File: src/rtl/instruction_fetch.sv
// Instruction fetch stage: PC, imem req/ready handshake, one-entry skid, branch/jump redirect.
// Optional instruction counter output fetch_count, enabled with `define IF_FETCH_COUNT_EN.
//
// state | meaning
// ------+----------------------------------------------------------
// FETCH | issuing/awaiting requests, delivering words to decode
// HOLD  | skid holds a word that arrived under stall, no request
// DRAIN | squashing an outstanding request before a redirect
module instruction_fetch #(
   parameter int                    ADDR_WIDTH = 32,
   parameter logic [ADDR_WIDTH-1:0] RESET_PC   = '0
) (
   input  logic                  clk,
   input  logic                  rst_n,
   output logic                  imem_req,
   output logic [ADDR_WIDTH-1:0] imem_addr,
   input  logic                  imem_ready,
   input  logic [31:0]           imem_rdata,
   input  logic                  stall,
   input  logic                  branch_taken,
   input  logic [ADDR_WIDTH-1:0] branch_target,
   input  logic                  jump,
   input  logic [25:0]           jump_index,
   output logic [31:0]           instr,
   output logic [5:0]            opCode,
   output logic [ADDR_WIDTH-1:0] pc_plus4,
   output logic                  instr_valid
`ifdef IF_FETCH_COUNT_EN
   ,
   output logic [31:0]           fetch_count
`endif
);

   localparam logic [1:0] FETCH = 2'd0;
   localparam logic [1:0] HOLD  = 2'd1;
   localparam logic [1:0] DRAIN = 2'd2;

   localparam logic [ADDR_WIDTH-1:0] ALIGN_MASK = ~ADDR_WIDTH'(3);

   logic [1:0]            state_q, state_d;
   logic [ADDR_WIDTH-1:0] pc_q, pc_d;
   logic [ADDR_WIDTH-1:0] pc4_q, pc4_d;
   logic [31:0]           instr_q, instr_d;
   logic                  valid_q, valid_d;
   logic [31:0]           skid_instr_q, skid_instr_d;
   logic [ADDR_WIDTH-1:0] skid_pc4_q, skid_pc4_d;
   logic [ADDR_WIDTH-1:0] tgt_q, tgt_d;
   logic                  out_q, out_d;

   logic                  req_c;
   logic                  redirect;
   logic                  accept;
   logic [ADDR_WIDTH-1:0] pc_inc;
   logic [ADDR_WIDTH-1:0] jmp_tgt;
   logic [ADDR_WIDTH-1:0] redir_tgt;

   // Jump keeps the region bits of the sequential successor of the current instr.
   generate
      if (ADDR_WIDTH > 28) begin : g_jmp_region
         assign jmp_tgt = {pc4_q[ADDR_WIDTH-1:28], jump_index, 2'b00};
      end else begin : g_jmp_flat
         assign jmp_tgt = {jump_index, 2'b00};
      end
   endgenerate

   assign redirect  = branch_taken | jump;
   assign redir_tgt = (branch_taken ? branch_target : jmp_tgt) & ALIGN_MASK;
   assign pc_inc    = pc_q + ADDR_WIDTH'(4);

   always_comb begin
      req_c = 1'b0;
      case (state_q)
         FETCH:   req_c = ~(stall & valid_q) | out_q;
         DRAIN:   req_c = 1'b1;
         default: req_c = 1'b0;
      endcase
   end

   assign imem_req  = req_c & rst_n;
   assign imem_addr = pc_q & ALIGN_MASK;
   assign accept    = imem_req & imem_ready;

   assign instr       = instr_q;
   assign opCode      = instr_q[31:26];
   assign pc_plus4    = pc4_q;
   assign instr_valid = valid_q;

   always_comb begin
      state_d      = state_q;
      pc_d         = pc_q;
      pc4_d        = pc4_q;
      instr_d      = instr_q;
      valid_d      = valid_q;
      skid_instr_d = skid_instr_q;
      skid_pc4_d   = skid_pc4_q;
      tgt_d        = tgt_q;
      out_d        = imem_req & ~imem_ready;

      if (redirect) begin
         valid_d = 1'b0;
         instr_d = '0;
         // A request already on the bus must finish at its old address before retargeting.
         if (imem_req & ~imem_ready) begin
            state_d = DRAIN;
            tgt_d   = redir_tgt;
         end else begin
            state_d = FETCH;
            pc_d    = redir_tgt;
         end
      end else begin
         case (state_q)
            FETCH: begin
               if (accept) begin
                  pc_d = pc_inc;
                  if (~stall | ~valid_q) begin
                     instr_d = imem_rdata;
                     pc4_d   = pc_inc;
                     valid_d = 1'b1;
                  end else begin
                     skid_instr_d = imem_rdata;
                     skid_pc4_d   = pc_inc;
                     state_d      = HOLD;
                  end
               end else if (~stall) begin
                  valid_d = 1'b0;
               end
            end
            HOLD: begin
               if (~stall) begin
                  instr_d = skid_instr_q;
                  pc4_d   = skid_pc4_q;
                  valid_d = 1'b1;
                  state_d = FETCH;
               end
            end
            DRAIN: begin
               if (imem_ready) begin
                  pc_d    = tgt_q;
                  state_d = FETCH;
               end
            end
            default: state_d = FETCH;
         endcase
      end
   end

   always_ff @(posedge clk or negedge rst_n) begin
      if (!rst_n) begin
         state_q      <= FETCH;
         pc_q         <= RESET_PC;
         pc4_q        <= '0;
         instr_q      <= '0;
         valid_q      <= 1'b0;
         skid_instr_q <= '0;
         skid_pc4_q   <= '0;
         tgt_q        <= '0;
         out_q        <= 1'b0;
      end else begin
         state_q      <= state_d;
         pc_q         <= pc_d;
         pc4_q        <= pc4_d;
         instr_q      <= instr_d;
         valid_q      <= valid_d;
         skid_instr_q <= skid_instr_d;
         skid_pc4_q   <= skid_pc4_d;
         tgt_q        <= tgt_d;
         out_q        <= out_d;
      end
   end

`ifdef IF_FETCH_COUNT_EN
   logic        load_out;
   logic [31:0] fetch_count_q;

   // New data reaches decode outputs either straight from memory or from the skid.
   assign load_out = ~redirect &
                     (((state_q == FETCH) & accept & (~stall | ~valid_q)) |
                      ((state_q == HOLD) & ~stall));

   always_ff @(posedge clk or negedge rst_n) begin
      if (!rst_n) begin
         fetch_count_q <= '0;
      end else if (load_out) begin
         fetch_count_q <= fetch_count_q + 32'd1;
      end
   end

   assign fetch_count = fetch_count_q;
`endif

endmodule

File: config.mk
export PLATFORM = sky130hd
export DESIGN_NAME = instruction_fetch
export DESIGN_NICKNAME = d
export VERILOG_FILES = /design/src/rtl/instruction_fetch.sv
export SDC_FILE = /design/constraint.sdc
export NUM_CORES = 1
export LEC_CHECK = 0
export CAP_MARGIN = 25
export CORE_ASPECT_RATIO = 0.75
export CORE_MARGIN = 4
export CORE_UTILIZATION = 53
export CTS_BUF_LIST = sky130_fd_sc_hd__clkbuf_8
export DETAILED_ROUTE_END_ITERATION = 10
export PLACE_DENSITY = 0.84
export SLEW_MARGIN = 20
export SYNTH_ARGS = -nofsm -noshare
export SYNTH_HDL_FRONTEND = slang
export SYNTH_SLANG_ARGS = --single-unit
export TNS_END_PERCENT = 30
File: constraint.sdc
create_clock -name clk -period 2.79 [get_ports clk]
set_clock_uncertainty 0.2 [all_clocks]
set_input_delay 0.279 -clock clk [delete_from_list [all_inputs] [get_ports clk]]
set_output_delay 0.279 -clock clk [all_outputs]
set_load 0.1 [all_outputs]
* Word level (Yosys, flattened, before mapping)
Index checks and enable logic that the tools add are counted.
** Word-level totals
- Flip-flop bits (word level) :: 194
- Input bits :: 96
- Output and inout bits :: 104
- Logic and storage cells :: 76
** Operators by class
- $add $sub $neg :: 1
- Eq/ne operators :: 13
- Mux-type cells :: 29
- Bitwise logic cells :: 13
- Reduce and logical (&&, ||, !) cells :: 11
** Operators by type and width (number)
- $mux 32 :: 12
- $pmux 32 s2 :: 3
- $add 32x3->32 const B :: 1
- $reduce_and 4->1 :: 5
- $ne 3x3->1 const B :: 5
- $mux 2 :: 6
- $ne 2x2->1 const B :: 4
- $ne 4x4->1 const B :: 2
- $not 1->1 :: 6
- $pmux 2 s3 :: 1
- $reduce_bool 3->1 :: 2
- $mux 1 :: 5
- $reduce_and 5->1 :: 1
- $and 1x1->1 :: 4
- $pmux 1 s2 :: 2
- $or 1x1->1 :: 3
- $eq 2x1->1 const B :: 1
- $eq 2x2->1 const B :: 1
- $logic_not 2->1 :: 1
- $reduce_and 2->1 :: 1
- $reduce_bool 2->1 :: 1

* Logic depth before layout (Yosys ltp)
Gate-level depths: netlist of run 1.
- Word-level depth :: 9
- Depth in mapped cells :: 8
- Gate-level depth less buffers :: 6

* Worst setup path before layout of run 1
Ideal clock, no wire load.
- Kind :: register to register
- From :: reg pc_q[3]
- To :: reg pc4_q[30] (netlist: pc_plus4[30])
- Setup time :: 0.076 ns
- Arrival :: 2.859 ns
- Data required time :: 2.514 ns
- Setup slack :: -0.346 ns
- Stages on the path, launching flop included :: 8
- Cells stage by stage :: dfrtp_1 ha_1 nand4_1 or4_1 buf_2 or4_4 and3_1 o21ai_1
** Between the ends
- Word-level cells in the longest chain between the ends :: 4
** RTL lines
- start, declared :: RTL line 41 : logic [ADDR_WIDTH-1:0] pc_q, pc_d;
- start signal, assigned :: RTL line 160 : pc_q <= pc_d;
- $add 32x3->32 :: RTL line 68 : assign pc_inc = pc_q + ADDR_WIDTH'(4);
- $mux 32 :: RTL line 115 : if (~stall | ~valid_q) begin
- $mux 32 :: RTL line 113 : if (accept) begin
- $pmux 32 s2 :: RTL line 111 : case (state_q)
- end signal, assigned :: RTL line 161 : pc4_q <= pc4_d;
- end, declared :: RTL line 42 : logic [ADDR_WIDTH-1:0] pc4_q, pc4_d;
No other way between the ends. The select of a mux whose other input is x is not followed.
A chain may end at the register's enable or synchronous reset.

* Worst setup path in the final report of run 1
- From :: reg pc_q[3]
- To :: reg pc_q[30]
** Between the ends
- Word-level cells in the longest chain between the ends :: 4
** RTL lines
- $add 32x3->32 :: RTL line 68
- $mux 32 :: RTL line 113
- $pmux 32 s2 :: RTL line 111
- $mux 32 :: RTL line 99 : if (redirect) begin
No other way between the ends. The select of a mux whose other input is x is not followed.

==> metrics list, run 1 <==
- VDD sags by at most 609 µV.
- Before antenna repair, the detailed router went through 6 iterations.
- Together, buffers and inverters on the worst path number 0.
- The synthesized design contains 0 enable-type register cells.
- Capturing element type of the critical path: flip-flop
- Final count of pins violating max slew: 0
* Area enclosed by the die boundary: 0.0204 mm²
- Worst R2R Path Depth: 6
* Net count, final: 1,306
* Synth cell count leaders: sky130_fd_sc_hd__dfrtp_1, sky130_fd_sc_hd__nand2_1, sky130_fd_sc_hd__nor2_1
- In the final routed layout, each cell accounts on average for ~19 µm.
- Most frequent cell after synthesis: sky130_fd_sc_hd__dfrtp_1
- PostCTS Resize Cnt: 0
- Flop2flop setup slack: 0.13 ns
- The initial antenna violation count was 0.
* Count of pins on the block boundary: 200
- # diodes: 0
- Area of the core: around 0.018 mm²
- Routability congestion estimate from global placement: 0.926
- WP data arrival: between 2 and 3 ns
- The count of cells in the finished layout, fillers not included, comes to 1,464.
- For this run, global-route usage on met2 was measured as between 40% and 50%.
- For this run, the total global-route usage over all layers was measured as 26.5%.
- Path class of the lowest-slack min-delay path: in -> reg
- The critical path ends at pc_q[30]$_DFFE_PN0P_.
- The run finished with clean final reports.
- Die width: between 150 and 200 µm
- Worst flop-to-flop path endpoint: pc_q[30]$_DFFE_PN0P_
- Sequential-to-total area share from yosys stat: 48.9%
- In this run, synthesis produced a sequential element count of 188.
* Number of buffers inserted to repair setup after CTS: 0
* Crit share post-route: 95.3%
* Setup TNS after final layout: 0 ns
- The initial utilization of the core area, before any placement, comes to 54.2%.
- In this design, the stage delay of the slowest critical-path cell is 0.62 ns.
* Achievable clock frequency: around 380 MHz
* Series of cell instances along the critical path: ha_1 > nand4_1 > or4_1 > or3_1 > o31a_1 > o22ai_1
- For this run, asynchronously set or reset flops after synthesis account for 100%.
- Placed cell areas: roughly 0.012 mm²
* Total standard cell area after synthesis: 0.00963 mm²
- Met3 GRT Util: under 10%
- The startpoint identified for the worst register-to-register timing path is pc_q[3]$_DFFE_PN0P_.
- After synthesis, the largest area contributor takes up 48.9% of total cell area.
* Vias: a little under 9,000
- Detailed-route vias per instance: 5.95
- Synthesis Warnings: 0
- Max Cap Viol: 0
- In this run the mean area of a mapped cell was 9.27 µm².
- Of all nets on the critical path, the largest fanout is 8.
- The worst path in the final design needs a cycle of 2.66 ns, including I/O delays and setup.
* Fin area: 0.0121 mm²
- Largest area contributor in the netlist: sky130_fd_sc_hd__dfrtp_1
- The number of global-route vias before repair was around 8,300.
- After detailed placement, the design holds a cell count of 1,430.
* Most used DFF post-synth: sky130_fd_sc_hd__dfrtp_1
- Grouping stages by cell kind, the critical path spends the most delay in simple AND/OR/NAND/NOR gates.
- The initialized floorplan defines 42 standard-cell rows.
- Once detail routing completed, the nets flagged for antenna violations numbered 0.
* Pin count of the biggest net entering global routing: around 70
* Gate count of the mapped netlist: just over 1,000
* Violation count after the first detailed-route iteration: 816
- Critical Path Stages: 6
* Hold buffer count at CTS: 2
- The design draws 8.83 mW.
- Summed over all layers, the global routing overflow is 0.
* DRC: 0
- Clk pin slew, worst setup/hold paths: about 0.10 ns
- HPWL reported at the end of detailed placement: 19,500 µm
- The area growth from synthesis to layout is 26.0%.
* Port Buffer Count: 193
- Clock Tree Buf Depth: 2
- Pwr Density: 728 mW/mm²
* RSZ-0062 raised after global routing: no
- Wires add up to approximately 27,000 µm.
- Count of H-tree levels built during CTS: 4
- Relative slew slack: 41.6%
* Most utilized layer in the global route result: met2
- Die height: approximately 120 µm
- Wire length of the first global-routing pass: approximately 44,000 µm
- The clock net in this run drives a total of 188 sinks.
- Count of final hold-check violations: 0
- Fraction of final layout cells sized beyond drive strength 1: around a fifth
- Clock Root Buffer: sky130_fd_sc_hd__clkbuf_8
- Actual slew at the worst max-slew pin: 0.876 ns
- CTS tree: done
* TritonCTS buffer count: 17
- For the worst-skew pair, the clock arrives at the later sink with an insertion delay of 0.48 ns.
- Type of origin of the critical path: flip-flop
- Synth cell types: 64
- Setup violation total in the final timing report: 0
- Met1 usage: a little over a third
* CP required: 2.98 ns
- For this design the static power due to leakage is 5.45 nW.
- Crit Path Category: reg -> reg
- Crit-path slowest cell: sky130_fd_sc_hd__or4_1
* Leading post-synthesis cells by cell area: sky130_fd_sc_hd__dfrtp_1, sky130_fd_sc_hd__nand2_1, sky130_fd_sc_hd__mux2_2, sky130_fd_sc_hd__o21ai_0, sky130_fd_sc_hd__nor2_1
- Critical path launch point: pc_q[3]$_DFFE_PN0P_
## flip-flops by register name (all words and copies together) (netlist names)
signal / cells
instr: 32
skid_instr_q: 32
pc_plus4: 30
pc_q: 30
skid_pc4_q: 30
tgt_q: 30
state_q: 2
instr_valid: 1
out_q: 1
## cells in the final DEF, fill, tap and decap left out, types with 5 or more instances in the layout
cell and instances:
sky130_fd_sc_hd__a211oi_1 5, sky130_fd_sc_hd__a21boi_0 5, sky130_fd_sc_hd__nor3_1 29, sky130_fd_sc_hd__buf_12 5
sky130_fd_sc_hd__nand2_1 147, sky130_fd_sc_hd__nor2b_1 10, sky130_fd_sc_hd__a31oi_1 13, sky130_fd_sc_hd__xor2_1 5
sky130_fd_sc_hd__clkdlybuf4s50_1 91, sky130_fd_sc_hd__xnor2_1 10, sky130_fd_sc_hd__a21o_1 10, sky130_fd_sc_hd__o21a_1 7
sky130_fd_sc_hd__a311oi_1 33, sky130_fd_sc_hd__a21oi_1 61, sky130_fd_sc_hd__clkbuf_8 21, sky130_fd_sc_hd__buf_4 142
sky130_fd_sc_hd__and3_1 8, sky130_fd_sc_hd__nand3_1 18, sky130_fd_sc_hd__inv_1 17, sky130_fd_sc_hd__a22o_1 8
sky130_fd_sc_hd__mux2_2 40, sky130_fd_sc_hd__o21ai_0 86, sky130_fd_sc_hd__o211ai_1 7, sky130_fd_sc_hd__nor4_1 12
sky130_fd_sc_hd__dfrtp_1 166, sky130_fd_sc_hd__nand4_1 13, sky130_fd_sc_hd__a22oi_1 12, sky130_fd_sc_hd__mux2i_1 29
sky130_fd_sc_hd__or3_1 5, sky130_fd_sc_hd__dfrtp_2 20, sky130_fd_sc_hd__nor2_1 98
## metrics by stage
step	hold slack, ns	util [%]	worst slack [ns]
5_1_grt	0.0718	68.3	0.0536
4_1_cts	0.0398	68.3	0.196
3_3_place_gp	-0.103	65.6	0.302
2_1_floorplan	-0.217	-	-0.00738
3_5_place_dp	-0.104	65.6	0.186
6_report	0.0667	68.3	0.130
## layout make-up
type | count | area (µm²)
Tap cell | 242 | 303
Inverter | 17 | 63.8
Clock inverter | 12 | 180
Multi-Input combinational cell | 743 | 4460
Fill cell | 1419 | 5630
Sequential cell | 188 | 4740
Timing Repair Buffer | 242 | 2120
Clock buffer | 20 | 275
## kinds of logic (layout without fill, tap and decap cells)
logic type      count (synthesis)  count (layout)  share of synthesized area (%)
other cells                     1               4                         0.0389
xor+xnor                       15              15                           1.36
buf+inv                       111             291                           5.27
mux                            69              69                           7.69
fa+ha+maj                       1               1                          0.130
compound gates                285             285                           19.1
flops                         188             188                           48.9
simple gates                  369             369                           17.6
## metal layers
layer | up-vias | wire length, µm | part of all wire, %
li1 | 4072 | - | -
met1 | 4224 | 11400 | 42
met2 | 368 | 12700 | 47
met3 | 52 | 2530 | 9.3
met4 | 0 | 616 | 2.3
met5 | - | 0 | 0
## worst min-delay path, cell delays in order
cell and delay (ns):
sky130_fd_sc_hd__buf_2 0.17, sky130_fd_sc_hd__mux2i_1 0.16, sky130_fd_sc_hd__a21oi_1 0.07
## worst min path at each step
stage / start / end / slack (ns) / cells past startpoint
after global routing: branch_taken / tgt_q[17]$_DFFE_PN0P_ / 0.07 / 3
after floorplan: rst_n / instr[0]$_DFFE_PN0P_ / -0.22 / 0
after global placement: rst_n / pc_plus4[31]$_DFFE_PN0P_ / -0.10 / 1
after detailed placement: rst_n / pc_plus4[31]$_DFFE_PN0P_ / -0.10 / 1
after CTS: branch_taken / tgt_q[17]$_DFFE_PN0P_ / 0.04 / 3
final: branch_taken / tgt_q[17]$_DFFE_PN0P_ / 0.07 / 3
## power breakdown
| part | internal [mW] | leakage (nW) | switching (mW) | total, mW |
|---|---|---|---|---|
| combinational | 0.835 | 2.85 | 2.49 | 3.32 |
| clock | 1.06 | 0.226 | 1.02 | 2.08 |
| sequential | 3.08 | 2.37 | 0.353 | 3.43 |
No activity file was read; power rests on OpenSTA's default activity.
==> inputs of run 2 (changes only) <==
--- a/config.mk
+++ b/config.mk
@@ -12,6 +12,7 @@
 export CTS_BUF_LIST = sky130_fd_sc_hd__clkbuf_8
 export DETAILED_ROUTE_END_ITERATION = 10
 export PLACE_DENSITY = 0.84
+export RECOVER_POWER = 25
 export SLEW_MARGIN = 20
 export SYNTH_ARGS = -nofsm -noshare
 export SYNTH_HDL_FRONTEND = slang
==> metrics list, run 2 (synthesis gave the netlist of run 1 again) <==
- The sum of negative setup slack was 0 ns (unchanged).
- The worst-case hold slack came to 0.0650 ns (-0.00180 ns).
* Total length of routed wires: 27,300 µm (+0.18%)
- The critical path arrival is 2.85 ns (about the same).
- The sequential fraction of design power is 38.9% (about the same).
- The post-detailed-placement cell area was 0.0117 mm² (unchanged).
- The die span in x was 164 µm (unchanged).
* DRC: 0 (unchanged)
* Part of the power in combinational logic: 37.6% (about the same)
* RSZ-0062 raised after global routing: no
- The total overflow reported by the global router was 0 (unchanged).
- Hold Crit Depth: 3 (unchanged)
- Clock latency reported for the late side of the worst-skew pair: 0.48 ns (about the same)
- The number of buffers and inverters on the critical path was 0 (unchanged).
- The number of CTS-inserted buffers came to 17 (unchanged).
* Global routing usage summed across all routing layers: 26.5% (unchanged)
- The clock sink count came to 188 (unchanged).
* Worst R2R Path Depth: 6 (unchanged)
- The standby leakage power is 5.44 nW (-0.12%).
* Series of cell instances along the critical path: ha_1 > nand4_1 > or4_1 > or3_1 > o31a_1 > o22ai_1
* Count of pins on the block boundary: 200 (unchanged)
- Proportion of total power due to net switching: 43.7% (about the same)
- The first-pass iteration count of the detailed router came to 8 (+2).
- Largest incremental delay on the critical path: 0.62 ns (about the same)
- The final cycle utilization of the critical path came to 95.3% (about the same).
* CP required: 2.98 ns (about the same)
- The number of global-route vias before repair came to 8,344 (unchanged).
- The clock share of power was 23.6% (about the same).
- The full die area came to 0.0204 mm² (unchanged).
* Pwr Density: 728 mW/mm² (about the same)
- Remaining antenna violation count: 0 (unchanged)
- The flow ran to the end, and the final reports show no timing, DRC or antenna violations.
- Most common library cell in the layout ignoring fill and taps: sky130_fd_sc_hd__dfrtp_1
* Synth-to-layout area growth: 25.9%
- Antenna violations before repair: 0 (unchanged)
- The top cell types in the final layout, fill and taps aside, are sky130_fd_sc_hd__dfrtp_1, sky130_fd_sc_hd__nand2_1, sky130_fd_sc_hd__buf_4.
- The floorplan core area is 0.0178 mm² (unchanged).
- Count of H-tree levels built during CTS: 4 (unchanged)
- The maximum frequency from static timing analysis came to 376 MHz (about the same).
- Number of buffers inserted to repair setup after CTS: 0 (unchanged)
- Crit Path Category: reg -> reg
- The number of fillers in the final layout is 1,421 (+0.14%).
* Violation count after the first detailed-route iteration: 789 (-3.3%)
* Rows: 42 (unchanged)
- Relative slew slack: 2.48% (-39 points)
- Critical Path Stages: 6 (unchanged)
* Actual slew at the worst max-slew pin: 1.46 ns (+0.587 ns)
- Worst-path fanout max: 8 (unchanged)
* Crit-path slowest cell: sky130_fd_sc_hd__or4_1
- Pin count of the biggest net entering global routing: 71 (unchanged)
- Detailed-route vias per instance: 5.96 (about the same)
- Count of final hold-check violations: 0 (unchanged)
- The total power after layout was 8.83 mW (about the same).
- The number of buffers between clock root and the deepest sink was 2 (unchanged).
- Net load switching power: 3.86 mW (about the same)
- CTS tree: done
* Type of origin of the critical path: flip-flop
- Max Cap Viol: 0 (unchanged)
- WL per Instance: 18.6 µm (+0.18%)
- Clock Root Buffer: sky130_fd_sc_hd__clkbuf_8
* Maximum ir drop on the vdd rail: 609 µV (about the same)
- The worst hold path belongs to the class in -> reg.
* Vias: 8,723 (+0.080%)
- The post-cts resize count came to 0 (unchanged).
* Fin area: 0.0121 mm² (-0.10%)
- The final-report setup violation count came to 0 (unchanged).
- Broken down by cell family, the worst path's largest delay share belongs to simple AND/OR/NAND/NOR gates.
- The quantity of I/O buffers inserted on ports came to 193 (unchanged).
- Clk pin slew, worst setup/hold paths: 0.10 ns (about the same)
* Die height: 125 µm (unchanged)
- The wire length of the first global-routing pass came to 43,600 µm (unchanged).
* Fraction of final layout cells sized beyond drive strength 1: 21.1% (-0.082 points)
- The internal portion of total power came to 4.97 mW (about the same).
- The final number of max-transition violations was 0 (unchanged).
- The diode insertion count for antenna repair was 0 (unchanged).
- The final layout net count was 1,306 (unchanged).
- HPWL reported at the end of detailed placement: 19,500 µm (unchanged)
- The initial core utilization is 54.2% (unchanged).
* Final critical delay including setup and external delays: 2.66 ns (-0.000441 ns)
* Capturing element type of the critical path: flip-flop
- Routability congestion estimate from global placement: 0.926 (unchanged)
==> run 2: worst register-to-register path: cells and delay by family, from the launching register on <==
| family | cells | cell delay [ns] |
|---|---|---|
| simple gates | 3 | 1.22 |
| flops | 1 | 0.51 |
| compound gates | 2 | 0.45 |
| fa+ha+maj | 1 | 0.21 |
==> run 2: what timing repair did <==
action,in CTS,in global routing
hold buffers,2,0
setup endpoints to repair,0,0
endpoints found under the hold margin,128,0
==> run 2: routing by layer <==
metal	up-vias	GRT usage (%)	wire, µm
li1	4064	-	-
met4	0	7.30	564
met2	346	41.4	12700
met5	-	0	0
met3	54	7.77	2440
met1	4259	36.3	11600
==> run 2: path summary, 6_finish.rpt <==
| kind | startpoint | to | slack [ns] |
|---|---|---|---|
| min in group asynchronous | rst_n | pc_plus4[27]$_DFFE_PN0P_ | 0.65 |
| worst min-delay path | branch_taken | tgt_q[17]$_DFFE_PN0P_ | 0.06 |
| worst min register to register | skid_pc4_q[9]$_DFFE_PN0P_ | skid_pc4_q[9]$_DFFE_PN0P_ | 0.28 |
| worst max register to register | pc_q[3]$_DFFE_PN0P_ | pc_q[30]$_DFFE_PN0P_ | 0.13 |
| max in group asynchronous | rst_n | instr_valid$_DFFE_PN0P_ | 0.40 |
| worst max-delay path | pc_q[3]$_DFFE_PN0P_ | pc_q[30]$_DFFE_PN0P_ | 0.13 |
==> run 2: per-stage QoR <==
| step | std cells | setup WS (ns) | utilization [%] |
|---|---|---|---|
| floorplan | 1042 | -0.00738 | - |
| global placement | 1430 | 0.302 | 65.6 |
| detailed placement | 1430 | 0.186 | 65.6 |
| CTS | 1464 | 0.196 | 68.3 |
| global route | 1464 | 0.0536 | 68.2 |
| finish | 1464 | 0.130 | 68.2 |
==> run 2: final cells by class <==
| class | count | area (µm²) | area share (%) |
|---|---|---|---|
| Tap cell | 242 | 303 | 2.50 |
| Sequential cell | 188 | 4740 | 39.1 |
| Multi-Input combinational cell | 743 | 4460 | 36.8 |
| Timing Repair Buffer | 242 | 2100 | 17.4 |
| Clock inverter | 12 | 180 | 1.49 |
| Clock buffer | 20 | 275 | 2.27 |
| Inverter | 17 | 63.8 | 0.526 |
==> run 2: power groups by stage <==
stage / Clock (mW) / Sequential [mW] / Combinational, mW
after floorplan: 0 / 4.98 / 0.847
after global placement: 0 / 3.45 / 3.27
after detailed placement: 0 / 3.47 / 3.31
final: 2.08 / 3.43 / 3.32
after CTS: 2.10 / 3.42 / 3.32
after global routing: 2.23 / 3.48 / 3.47
==> inputs of run 3 (changes only) <==
--- a/config.mk
+++ b/config.mk
@@ -6,9 +6,11 @@
 export NUM_CORES = 1
 export LEC_CHECK = 0
 export CAP_MARGIN = 25
+export CELL_PAD_IN_SITES_DETAIL_PLACEMENT = 1
+export CELL_PAD_IN_SITES_GLOBAL_PLACEMENT = 2
 export CORE_ASPECT_RATIO = 0.75
-export CORE_MARGIN = 4
-export CORE_UTILIZATION = 53
+export CORE_MARGIN = 3
+export CORE_UTILIZATION = 32
 export CTS_BUF_LIST = sky130_fd_sc_hd__clkbuf_8
 export DETAILED_ROUTE_END_ITERATION = 10
 export PLACE_DENSITY = 0.84
==> metrics list, run 3 (synthesis gave the netlist of run 1 again) <==
- Clock Root Buffer: sky130_fd_sc_hd__clkbuf_8
* Area of the core: 0.0293 mm² (+65%)
- Antenna violations before repair: 1 (+1)
- Worst hold slack after final layout: 0.0812 ns (+0.0163 ns)
- Violations in the final reports: max-capacitance violations, max-slew violations
- Number of standard cells in the final layout excluding fillers: 1,618 (+11%)
- The final cycle utilization of the critical path was 95.4% (about the same).
- Worst-path fanout max: 9 (+1)
- The HPWL reported at the end of detailed placement was 23,600 µm (+21%).
* Vias: 8,558 (-1.9%)
- Total length of routed wires: 32,100 µm (+18%)
* Capturing element type of the critical path: flip-flop
- The net switching power is 3.89 mW (+0.63%).
- Setup repair after global routing left no endpoint under its margin.
- Port Buffer Count: 193 (unchanged)
- The standby leakage power was 5.43 nW (-0.10%).
* CP required: 2.99 ns (about the same)
- Achievable clock frequency: 376 MHz (about the same)
- Worst-case setup slack after placement: 0.168 ns (-0.0178 ns)
* Violation count after the first detailed-route iteration: 356 (-55%)
- The worst register-to-register path begins at pc_q[8]$_DFFE_PN0P_.
* Rows: 54 (+29%)
* Path class of the lowest-slack min-delay path: in -> async
- The setup slack after layout was 0.129 ns (-0.00160 ns).
- The final layout net count is 1,309 (+0.23%).
- The first-pass iteration count of the detailed router is 5 (-3).
- Type of origin of the critical path: flip-flop
* Total length of routed met2 wires: 14,700 µm (+16%)
* Area enclosed by the die boundary: 0.0322 mm² (+58%)
- Fraction of final layout cells sized beyond drive strength 1: 21.2% (+0.11 points)
* TritonCTS buffer count: 17 (unchanged)
- Number of global-route vias before repair: 8,856 (+6.1%)
- The number of DRC violations after detailed routing was 0 (unchanged).
* Most common library cell in the layout ignoring fill and taps: sky130_fd_sc_hd__dfrtp_1
- Pwr Density: 708 mW/mm² (-2.7%)
- GRT Residual Overflow: 0 (unchanged)
- CTS tree: done
* Final critical delay including setup and external delays: 2.66 ns (+0.00160 ns)
* Total met3 wirelength after detailed routing: 1470 µm (-40%)
- The maximum number of pins on one net before global-route repair is 143 (+100%).
* WP data arrival: 2.87 ns (+0.02 ns)
- The routed length per instance is 19.8 µm (+6.4%).
- The wire length on met1 was 15,600 µm (+35%).
* Worst flop-to-flop path endpoint: pc_q[27]$_DFFE_PN0P_
- The die height came to 156 µm (+25%).
* Clock latency reported for the late side of the worst-skew pair: 0.47 ns (about the same)
* Routability congestion estimate from global placement: 0.852 (-7.9%)
- Highest metal used: met4
- Remaining antenna violation count: 0 (unchanged)
* Total power after layout: 8.73 mW (-1.1%)
- Clock share of power: 22.2% (-1.4 points)
- The finished layout cell area came to 0.0123 mm² (+1.7%).
* Number of buffers inserted to repair setup after CTS: 0 (unchanged)
* Crit Path Category: reg -> reg
* Cell-internal power: 4.84 mW (-2.5%)
- The slew at the pin with the worst max-slew slack came to 1.57 ns (+0.111 ns).
* Placed cell areas: 0.0119 mm² (+2.1%)
- The worst IR drop on VDD came to 607 µV (-0.30%).
* Clock Tree Buf Depth: 2 (unchanged)
- The final-report setup violation count was 0 (unchanged).
- Global routing usage summed across all routing layers: 20.0% (-6.5 points)
- Relative slew slack: -4.93% (-7.4 points)
- Flop2flop setup slack: 0.13 ns (about the same)
- Core occupancy in the finished layout: 42.0% (-26 points)
- Clk pin slew, worst setup/hold paths: 0.11 ns (about the same)
* Max Cap Viol: 1 (+1)
- Proportion of total power due to net switching: 44.5% (+0.78 points)
- The wire length of the first global-routing pass came to 50,400 µm (+16%).
- The initial core utilization came to 32.8% (-21 points).
- Count of pins on the block boundary: 200 (unchanged)
- Compared with the post-synthesis result, the final layout area differs by 27.9%.
- The fraction of power consumed by combinational cells came to 38.6% (+1.0 points).
- Number of cells in the design after placement: 1,584 (+11%)
* Count of H-tree levels built during CTS: 4 (unchanged)
- The clock sink count was 188 (unchanged).
- Worst R2R Path Depth: 5 (-1)
- Setup TNS after final layout: 0 ns (unchanged)
- Count of final hold-check violations: 0 (unchanged)
- Commonest cells after routing, fill and taps aside: sky130_fd_sc_hd__dfrtp_1, sky130_fd_sc_hd__nand2_1, sky130_fd_sc_hd__buf_4
* Run status: complete, but fails checks
* Die width: 206 µm (+26%)
- Part of the power in registers: 39.2% (+0.3 points)
* Final count of pins violating max slew: 29 (+29)
- The via density per instance came to 5.29 (-11%).
run 3: cell types whose count changed in the layout (fill, tap and decap cells not counted), sizes merged:
cell / previous run / this run
clkbuf: 22 / 21
clkinvlp: 2 / 6
diode: 0 / 1
dlygate4sd3: 2 / 1
bufinv: 4 / 3
clkinv: 3 / 1
buf: 147 / 151
run 3: area by class of cell:
class | count | area, µm²
diodes | 1 | 2.50
clock buffers | 19 | 262
clock inverters | 13 | 151
fillers | 3403 | 17000
inverters | 17 | 63.8
multi-input cells | 743 | 4470
flip-flops and latches | 188 | 4740
well taps | 392 | 490
repair buffers | 245 | 2150
run 3: critical path, cell delays in order, from the launching register on:
cell                      delay [ns]
sky130_fd_sc_hd__dfrtp_2        0.46
sky130_fd_sc_hd__nand4_2        0.22
sky130_fd_sc_hd__or4_1          0.78
sky130_fd_sc_hd__or3_1          0.47
sky130_fd_sc_hd__o31ai_1        0.27
sky130_fd_sc_hd__a22o_1         0.20
run 3: routing by layer:
metal	track usage, %	vias up
met2	32.0	136
met5	0	-
met1	28.2	4333
li1	-	4074
met3	4.78	15
met4	3.39	0
run 3: how the worst max path moves through the flow:
stage / startpoint / end / slack (ns) / depth (start not counted)
after floorplan: pc_q[8]$_DFFE_PN0P_ / pc_plus4[30]$_DFFE_PN0P_ / -0.007 / 7
after global placement: pc_q[8]$_DFFE_PN0P_ / pc_plus4[30]$_DFFE_PN0P_ / 0.25 / 5
after detailed placement: pc_q[8]$_DFFE_PN0P_ / pc_q[30]$_DFFE_PN0P_ / 0.17 / 5
after CTS: pc_q[14]$_DFFE_PN0P_ / pc_q[30]$_DFFE_PN0P_ / 0.15 / 5
after global routing: pc_q[13]$_DFFE_PN0P_ / pc_q[30]$_DFFE_PN0P_ / 0.04 / 5
final: pc_q[8]$_DFFE_PN0P_ / pc_q[27]$_DFFE_PN0P_ / 0.13 / 5
run 3: power by group through the flow:
| stage | logic, mW | registers [mW] | clock network (mW) |
|---|---|---|---|
| floorplan | 0.847 | 4.98 | 0 |
| global placement | 3.35 | 3.46 | 0 |
| detailed placement | 3.39 | 3.47 | 0 |
| CTS | 3.40 | 3.42 | 2.03 |
| global route | 3.56 | 3.48 | 2.14 |
| finish | 3.37 | 3.42 | 1.94 |
run 3: repair_timing:
action | in CTS | in global routing
gates resized for setup | 0 | 1
hold endpoints to repair | 80 | 0
setup endpoints to repair | 0 | 2
hold buffers | 1 | 0
